**config.mk**
```make
export PLATFORM = sky130hd
export DESIGN_NAME = hist_peak_finder
export DESIGN_NICKNAME = d
export VERILOG_FILES = /design/src/rtl/hist_peak_finder.sv
export SDC_FILE = /design/constraint.sdc
export NUM_CORES = 1
export LEC_CHECK = 0
export ABC_AREA = 0
export ABC_CLOCK_PERIOD_IN_PS = 4100
export CORE_MARGIN = 1
export CORE_UTILIZATION = 35
export CTS_BUF_LIST = sky130_fd_sc_hd__clkbuf_4 sky130_fd_sc_hd__clkbuf_8
export CTS_CLUSTER_SIZE = 25
export DETAILED_ROUTE_END_ITERATION = 6
export SKIP_LAST_GASP = 1
export SLEW_MARGIN = 25
export SYNTH_ARGS = -nofsm -noshare
export SYNTH_HDL_FRONTEND = slang
export SYNTH_SLANG_ARGS = --single-unit
```
**constraint.sdc**
```tcl
create_clock -name clk -period 4.1 [get_ports clk]
set_clock_uncertainty 0.1 [all_clocks]
set_input_delay 1.025 -clock clk [delete_from_list [all_inputs] [get_ports clk]]
set_output_delay 1.025 -clock clk [all_outputs]
set_load 0.02 [all_outputs]
```
**src/rtl/hist_peak_finder.sv**
```systemverilog
// Peak-bin finder for one pixel's completed dTOF histogram (coarse or fine).
// Optional ambient-floor rejection is compiled in with `define FLOOR_REJECT_EN.
module hist_peak_finder #(
  parameter int unsigned NB        = 4,
  parameter int unsigned PIX_W     = 8,
  parameter int unsigned CNT_W     = 8,
  parameter int unsigned FLOOR_THR = 2
) (
  input  logic                  clk,
  input  logic                  res,
  input  logic                  start,
  input  logic                  his_num,
  input  logic [PIX_W-1:0]      pix_idx,
  output logic                  busy,
  output logic                  rd_en,
  output logic [PIX_W+NB-1:0]   rd_addr,
  input  logic [CNT_W-1:0]      rd_data,
  output logic                  out_valid,
  input  logic                  out_ready,
  output logic [NB-1:0]         peak_addr,
  output logic [CNT_W-1:0]      peak_count,
  output logic [PIX_W-1:0]      peak_pix,
  output logic                  peak_is_fh,
`ifdef FLOOR_REJECT_EN
  output logic [CNT_W-1:0]      floor_count,
`endif
  output logic                  hist_empty
);

  if (FLOOR_THR > 2**CNT_W) begin : g_thr_check
    $error("FLOOR_THR exceeds the representable count range");
  end

  localparam logic [NB-1:0] BIN_LAST = '1;

  typedef enum logic [1:0] {
    S_IDLE,
    S_SCAN,
    S_DRAIN,
    S_DONE
  } state_t;

  state_t state, state_nxt;

  logic [PIX_W-1:0] pix_r;
  logic             fh_r;
  logic [NB-1:0]    bin;
  logic [NB-1:0]    bin_d;
  logic             rd_vld_d;
  logic [CNT_W-1:0] run_max, max_nxt;
  logic [NB-1:0]    run_addr, addr_nxt;
  logic             empty_nxt;

`ifdef FLOOR_REJECT_EN
  localparam logic [CNT_W:0] THR = (CNT_W+1)'(FLOOR_THR);
  logic [CNT_W-1:0] run_min, min_nxt;
  logic [CNT_W:0]   margin;
`endif

  always_ff @(posedge clk) begin
    if (res) state <= S_IDLE;
    else     state <= state_nxt;
  end

  always_comb begin
    state_nxt = state;
    case (state)
      S_IDLE:  if (start) state_nxt = S_SCAN;
      S_SCAN:  if (bin == BIN_LAST) state_nxt = S_DRAIN;
      S_DRAIN: state_nxt = S_DONE;
      S_DONE:  if (out_ready) state_nxt = S_IDLE;
      default: state_nxt = S_IDLE;
    endcase
  end

  assign rd_en     = (state == S_SCAN);
  assign rd_addr   = rd_en ? {pix_r, bin} : '0;
  assign busy      = (state != S_IDLE);
  assign out_valid = (state == S_DONE);

  // Strict greater-than keeps the earliest (lowest) bin on equal counts.
  always_comb begin
    max_nxt  = run_max;
    addr_nxt = run_addr;
    if (rd_vld_d && (rd_data > run_max)) begin
      max_nxt  = rd_data;
      addr_nxt = bin_d;
    end
  end

`ifdef FLOOR_REJECT_EN
  always_comb begin
    min_nxt = run_min;
    if (rd_vld_d && (rd_data < run_min)) min_nxt = rd_data;
    margin    = {1'b0, max_nxt - min_nxt};
    empty_nxt = (max_nxt == '0) || (margin < THR);
  end
`else
  assign empty_nxt = (max_nxt == '0);
`endif

  always_ff @(posedge clk) begin
    if (res) begin
      pix_r      <= '0;
      fh_r       <= 1'b0;
      bin        <= '0;
      bin_d      <= '0;
      rd_vld_d   <= 1'b0;
      run_max    <= '0;
      run_addr   <= '0;
      peak_addr  <= '0;
      peak_count <= '0;
      peak_pix   <= '0;
      peak_is_fh <= 1'b0;
      hist_empty <= 1'b0;
`ifdef FLOOR_REJECT_EN
      run_min     <= '1;
      floor_count <= '0;
`endif
    end else begin
      rd_vld_d <= rd_en;
      bin_d    <= bin;
      case (state)
        S_IDLE: begin
          if (start) begin
            pix_r    <= pix_idx;
            fh_r     <= his_num;
            bin      <= '0;
            run_max  <= '0;
            run_addr <= '0;
`ifdef FLOOR_REJECT_EN
            run_min  <= '1;
`endif
          end
        end
        S_SCAN: begin
          bin      <= bin + 1'b1;
          run_max  <= max_nxt;
          run_addr <= addr_nxt;
`ifdef FLOOR_REJECT_EN
          run_min  <= min_nxt;
`endif
        end
        S_DRAIN: begin
          // The last bin's data arrives in this cycle, so results take the bypassed values.
          run_max    <= max_nxt;
          run_addr   <= addr_nxt;
          peak_addr  <= addr_nxt;
          peak_count <= max_nxt;
          peak_pix   <= pix_r;
          peak_is_fh <= fh_r;
          hist_empty <= empty_nxt;
`ifdef FLOOR_REJECT_EN
          run_min     <= min_nxt;
          floor_count <= min_nxt;
`endif
        end
        default: ;
      endcase
    end
  end

endmodule

```
==> results.py, run 1 <==
metrics = {
    "layout": {
        "drive_above_1_share": 0.0483,
        "multi_input_area_mm2": 0.00125,
        "syn2layout_area_growth_pct": 29.5,
        "nNetsFinal": 364,
        "nFillCells": 671,
        "fin_util": 0.471,
        "stdcell_area_mm2": 0.00320,
        "n_antenna_cell": 0,
        "seq_area_mm2": 0.00108,
    },
    "drt": {
        "dr.pass1.iters": 5,
        "drc_errors": 0,
        "drtIter0Drc": 141,
        "wl_um": 5950,
        "drt.antenna.violating_nets": 0,
        "vias": 2169,
        "viasPerCell": 5.08,
        "detail_route.wl_per_cell_um": 13.9,
    },
    "clock_network": {
        "cts_buffers": 5,
        "clk_path_buf_depth": 2,
        "tritoncts": "done",
        "cts_hold_buf": 0,
        "post_cts_resized": 0,
        "clk_pin_slew_ps": 90,
        "cts_setup_buffers": 0,
        "clock_latency_ps": 320,
        "ctsHtreeMaxLevel": 2,
        "root_buffer": "clkbuf_8",
        "cts_sinks": 54,
    },
    "worst_setup_path": {
        "critPathKind": "flip-flop to output pin",
        "cp-end-kind": "output pin",
        "cp_max_fo": 20,
        "r2r_slack_ps": 1780,
        "critical_path_arrival_ps": 2130,
        "worstRegToRegCells": 6,
        "reg2reg_from": "state[0]",
        "r2r_end": "run_max[5]",
        "critPathLaunchType": "flip-flop",
        "worstPathRequired_ps": 2970,
    },
    "run_status": {
        "status": "completed",
    },
    "logic_synthesis": {
        "yosysWarnings": 0,
        "syn_area_per_cell_um2": 8.79,
        "synth_fp_nets": 315,
        "ys_types": 32,
        "yosys.area.top_type": "dfxtp_1",
        "yosysMostFrequentCell": "dfxtp_1",
        "synth_flop_cell": "dfxtp_1",
        "ys_seq_elements": 54,
        "synthTopCellsByCount": "dfxtp_1 (54), nor2_1 (33), nand2_1 (24)",
        "synth_edf_count": 0,
        "synthArstFlopShare": 0,
        "synth_cells": 281,
        "synth_area_leaders": "dfxtp_1 (44%), ha_1 (6.6%), a32o_1 (5.3%)",
        "seq_area_frac_synth": 0.438,
        "yosysTopAreaCellShare": 0.438,
        "syn-cell-area_mm2": 0.00247,
    },
    "timing": {
        "period_needed_ps": 3260,
        "hold-worst-slack_ps": 363,
        "drv_slew": 0,
        "worstMarginPinSlew_ps": 778,
        "finalHoldViolCount": 0,
        "rsz0062_at_grt": "no",
        "fin_crit_sh": 0.795,
        "slew_headroom": 0.482,
        "setup_viol": 0,
        "max_clock_freq_ghz": 0.307,
        "fin_setup_tns_ps": 0,
    },
    "floorplan": {
        "die_w_um": 86.0,
        "die_y_um": 86.0,
        "row_count": 30,
        "core_area_mm2": 0.00679,
        "die_area_mm2": 0.00739,
        "io_pins": 58,
        "initial_core_util": 0.363,
    },
    "power_and_ir_drop": {
        "p_leak_uw": 0.00115,
        "power.density_mw_per_mm2": 558,
        "power.total_uw": 1780,
        "irDropWorstVdd_mv": 0.428,
    },
    "global_routing": {
        "grt_first_pass_wirelength_um": 9980,
        "grt_usage": 0.172,
        "grt.overflow.total": 0,
        "grt_start_max_net_pins": 44,
        "grt_pass1_vias": 2038,
        "antenna_found_initial": 0,
    },
    "placement": {
        "gp_congestion": 0.827,
        "dp_hpwl_um": 4160,
        "port_buffers": 57,
        "detailed_place.area_mm2": 0.00310,
    },
    "min_path": {
        "min_delay_path_depth": 2,
        "hold_class": "flip-flop to flip-flop",
        "worst_hold_startpoint": "fh_r",
        "min_to": "fh_r",
    },
    "flow_run": {
        "cap_viol_max_count": 0,
    },
}
==> power breakdown <==
group	leakage (uW)	internal, uW	total (uW)	switching, uW
registers	0.000438	622	687	65.2
clock network	0.0000472	136	312	176
logic	0.000662	321	786	464
==> layout make-up <==
class                           instances  area share
Clock buffer                            6      0.0258
Clock inverter                          2     0.00391
Inverter                               14      0.0164
Multi-Input combinational cell        194       0.390
Sequential cell                        54       0.338
Tap cell                               96      0.0376
Timing Repair Buffer                   61       0.188
==> registers in the layout, summed over array words and instances, names as in the netlist, 2 cells and up <==
signal      count
bin_d           4
run_max         8
peak_addr       4
peak_count      8
pix_r           8
peak_pix        8
state           2
bin             4
run_addr        4
==> metal layers <==
| layer | wire (um) | share of wire | vias to the layer above | global-route usage |
|---|---|---|---|---|
| li1 | - | - | 1096 | - |
| met3 | 244 | 0.041 | 8 | 0.0366 |
| met4 | 85 | 0.014 | 0 | 0.0545 |
| met1 | 2880 | 0.48 | 1018 | 0.231 |
| met5 | 0 | 0 | - | 0 |
| met2 | 2740 | 0.46 | 47 | 0.275 |
==> placed cells by master, fill, tap and decap left out, types with 2 or more instances in the layout <==
| cell type | instances |
|---|---|
| clkdlybuf4s50_1 | 57 |
| nor4_1 | 2 |
| buf_4 | 4 |
| nor2_1 | 33 |
| and4_4 | 2 |
| nand2_1 | 24 |
| a21oi_1 | 18 |
| nor3_1 | 2 |
| nand4_1 | 2 |
| dfxtp_1 | 54 |
| clkbuf_8 | 6 |
| mux2i_1 | 11 |
| ha_1 | 13 |
| and2_1 | 13 |
| nor2b_1 | 5 |
| and3_1 | 2 |
| a311oi_1 | 11 |
| o21ai_0 | 17 |
| a32o_1 | 13 |
| a22oi_1 | 2 |
| inv_1 | 14 |
| nand3_1 | 15 |
==> worst max-delay path, cell delays in order, from the launching register on <==
cell and delay, ps:
dfxtp_1 350, inv_1 90, ha_1 550, and2_1 210
clkdlybuf4s50_1 620
==> stage by stage <==
step                setup slack, ps  std cells
CTS                             789        427
floorplan                      1430        281
detailed placement              714        419
finish                          842        427
global placement                728        419
global route                    693        427
==> worst max path at each step <==
stage / from / end / slack, ps / depth (start not counted)
2_1_floorplan: rd_data[3] / run_addr[2] / 1430 / 7
5_1_grt: state[1] / rd_addr[6] / 690 / 4
3_3_place_gp: rd_data[7] / run_max[5] / 730 / 7
6_report: state[1] / rd_addr[2] / 840 / 4
3_5_place_dp: rd_data[7] / run_max[5] / 710 / 7
4_1_cts: state[0] / rd_addr[2] / 790 / 3
==> logic make-up (layout without fill, tap and decap cells) <==
kind of cell,Yosys count,in the layout,share of synthesized area
mux,11,11,0.0446
buf+inv,33,83,0.0563
compound gates,67,67,0.190
simple gates,103,103,0.205
fa+ha+maj,13,13,0.0659
flops,54,54,0.438
No activity file was read; power rests on OpenSTA's default activity.
==> run 2: changes to the inputs <==
--- a/config.mk
+++ b/config.mk
@@ -6,7 +6,7 @@
 export NUM_CORES = 1
 export LEC_CHECK = 0
 export ABC_AREA = 0
-export ABC_CLOCK_PERIOD_IN_PS = 4100
+export ABC_CLOCK_PERIOD_IN_PS = 3340
 export CORE_MARGIN = 1
 export CORE_UTILIZATION = 35
 export CTS_BUF_LIST = sky130_fd_sc_hd__clkbuf_4 sky130_fd_sc_hd__clkbuf_8
==> constraint.sdc (replaced) <==
create_clock -name clk -period 3.34 [get_ports clk]
set_clock_uncertainty 0.1 [all_clocks]
set_input_delay 0.835 -clock clk [delete_from_list [all_inputs] [get_ports clk]]
set_output_delay 0.835 -clock clk [all_outputs]
set_load 0.02 [all_outputs]
==> results.py, run 2 (synthesized netlist as in run 1, its figures left out) <==
metrics = {
    "run_status": {
        "status": "completed",
    },
    "timing": {
        "drv_slew": 0,
        "setup_viol": 0,
        "max_clock_freq_ghz": 0.325,
        "finalHoldViolCount": 0,
        "slew_headroom": 0.569,
        "fin_crit_sh": 0.920,
        "worst_slack_ps": 266,
        "period_needed_ps": 3070,
        "rsz0062_at_grt": "no",
        "worstMarginPinSlew_ps": 646,
        "fin_setup_tns_ps": 0,
    },
    "clock_network": {
        "root_buffer": "clkbuf_8",
        "cts_sinks": 54,
        "clock_latency_ps": 310,
        "clk_path_buf_depth": 2,
        "cts_setup_buffers": 0,
        "tritoncts": "done",
        "cts_buffers": 5,
        "post_cts_resized": 0,
        "cts_hold_buf": 0,
        "clk_pin_slew_ps": 100,
        "ctsHtreeMaxLevel": 2,
    },
    "worst_setup_path": {
        "critical_path_arrival_ps": 2140,
        "cp_max_fo": 20,
        "critPathTopFamily": "buffers and inverters",
        "crit_path_top_delay_cell": "clkdlybuf4s50_1",
        "crit_chain": "inv_1, ha_1, and2_1, clkdlybuf4s50_1",
        "cp-end-kind": "output pin",
        "critPathKind": "flip-flop to output pin",
        "slowest_delay_ps": 620,
        "r2r_slack_ps": 1030,
        "crit_buf_inv": 2,
        "worstPathRequired_ps": 2400,
        "critPathLaunchType": "flip-flop",
    },
    "drt": {
        "vias": 2204,
        "detail_route.wl_per_cell_um": 14.0,
        "dr.pass1.iters": 5,
        "wl_um": 6040,
        "drt.antenna.violating_nets": 0,
        "viasPerCell": 5.10,
        "drc_errors": 0,
        "drtIter0Drc": 169,
    },
    "floorplan": {
        "die_y_um": 86.0,
        "row_count": 30,
        "initial_core_util": 0.363,
        "die_w_um": 86.0,
        "core_area_mm2": 0.00679,
        "io_pins": 58,
        "die_area_mm2": 0.00739,
    },
    "power_and_ir_drop": {
        "p_leak_uw": 0.00119,
        "power.density_mw_per_mm2": 700,
        "irDropWorstVdd_mv": 0.452,
    },
    "layout": {
        "final_common_cell": "clkdlybuf4s50_1",
        "fin_util": 0.480,
        "syn2layout_area_growth_pct": 32.1,
        "drive_above_1_share": 0.0625,
        "final_cell_mix": "clkdlybuf4s50_1 (57), dfxtp_1 (54), nor2_1 (33), nand2_1 (24), a21oi_1 (18)",
        "nNetsFinal": 369,
        "fin_cells": 432,
        "nFillCells": 658,
        "n_antenna_cell": 0,
    },
    "flow_run": {
        "cap_viol_max_count": 0,
    },
    "global_routing": {
        "grt_usage": 0.174,
        "antenna_found_initial": 0,
        "grt_first_pass_wirelength_um": 10300,
        "grt_pass1_vias": 2089,
        "grt.overflow.total": 0,
        "grt_start_max_net_pins": 44,
    },
    "placement": {
        "gp_congestion": 0.817,
        "place_ws_ps": 149,
        "dp_hpwl_um": 4330,
        "placed_cells": 424,
        "port_buffers": 57,
    },
    "min_path": {
        "hold_class": "flip-flop to flip-flop",
    },
}
-- run 2: cell count changes in the layout (fill, tap and decap cells not counted) --
cell and delta:
buf_4 +5, bufinv_16 +1, clkinv_2 -1, clkinvlp_4 -1, inv_6 +1
-- run 2: cell type report --
cell class | instances | area [um2] | area share
repair buffers | 66 | 638 | 0.196
multi-input cells | 194 | 1250 | 0.383
clock buffers | 6 | 82.6 | 0.0253
well taps | 96 | 120 | 0.0368
inverters | 14 | 52.6 | 0.0161
flip-flops and latches | 54 | 1080 | 0.331
clock inverters | 2 | 38.8 | 0.0119
-- run 2: worst paths after layout --
check	start	to	cells after the start
worst max-delay path	state[1]	rd_addr[2]	4
worst min-delay path	fh_r	fh_r	2
worst max register to register	state[0]	run_max[4]	6
worst min register to register	fh_r	fh_r	2
-- run 2: layer usage --
metal  up-vias  GRT usage  wire [um]
li1       1101          -          -
met1      1028      0.231       2890
met2        63      0.281       2710
met3        12     0.0375        332
met4         0     0.0545        115
met5         -          0          0
-- run 2: report_power, final --
part           internal, uW  switching (uW)
clock network           247             215
logic                   401             578
registers               763            78.7
-- run 2: tightest hold or removal path, stage by stage, from the launching register on --
cell,delay [ps]
dfxtp_1,320
nand2_1,50
a21oi_1,50
-- run 2: metrics by stage --
stage                     total power [uW]  area, um2  hold WS (ps)
after floorplan                       1480       2470           336
after global placement                1820       3140           343
after detailed placement              1840       3140           350
after CTS                             2300       3260           364
after global routing                  2440       3260           383
final                                 2280       3260           360
==> run 3: changes to the inputs <==
--- a/config.mk
+++ b/config.mk
@@ -12,6 +12,7 @@
 export CTS_BUF_LIST = sky130_fd_sc_hd__clkbuf_4 sky130_fd_sc_hd__clkbuf_8
 export CTS_CLUSTER_SIZE = 25
 export DETAILED_ROUTE_END_ITERATION = 6
+export HOLD_SLACK_MARGIN = 0.12
 export SKIP_LAST_GASP = 1
 export SLEW_MARGIN = 25
 export SYNTH_ARGS = -nofsm -noshare
==> results of run 3 <==
The final DEF is identical to that of run 2; final timing and power are the same.
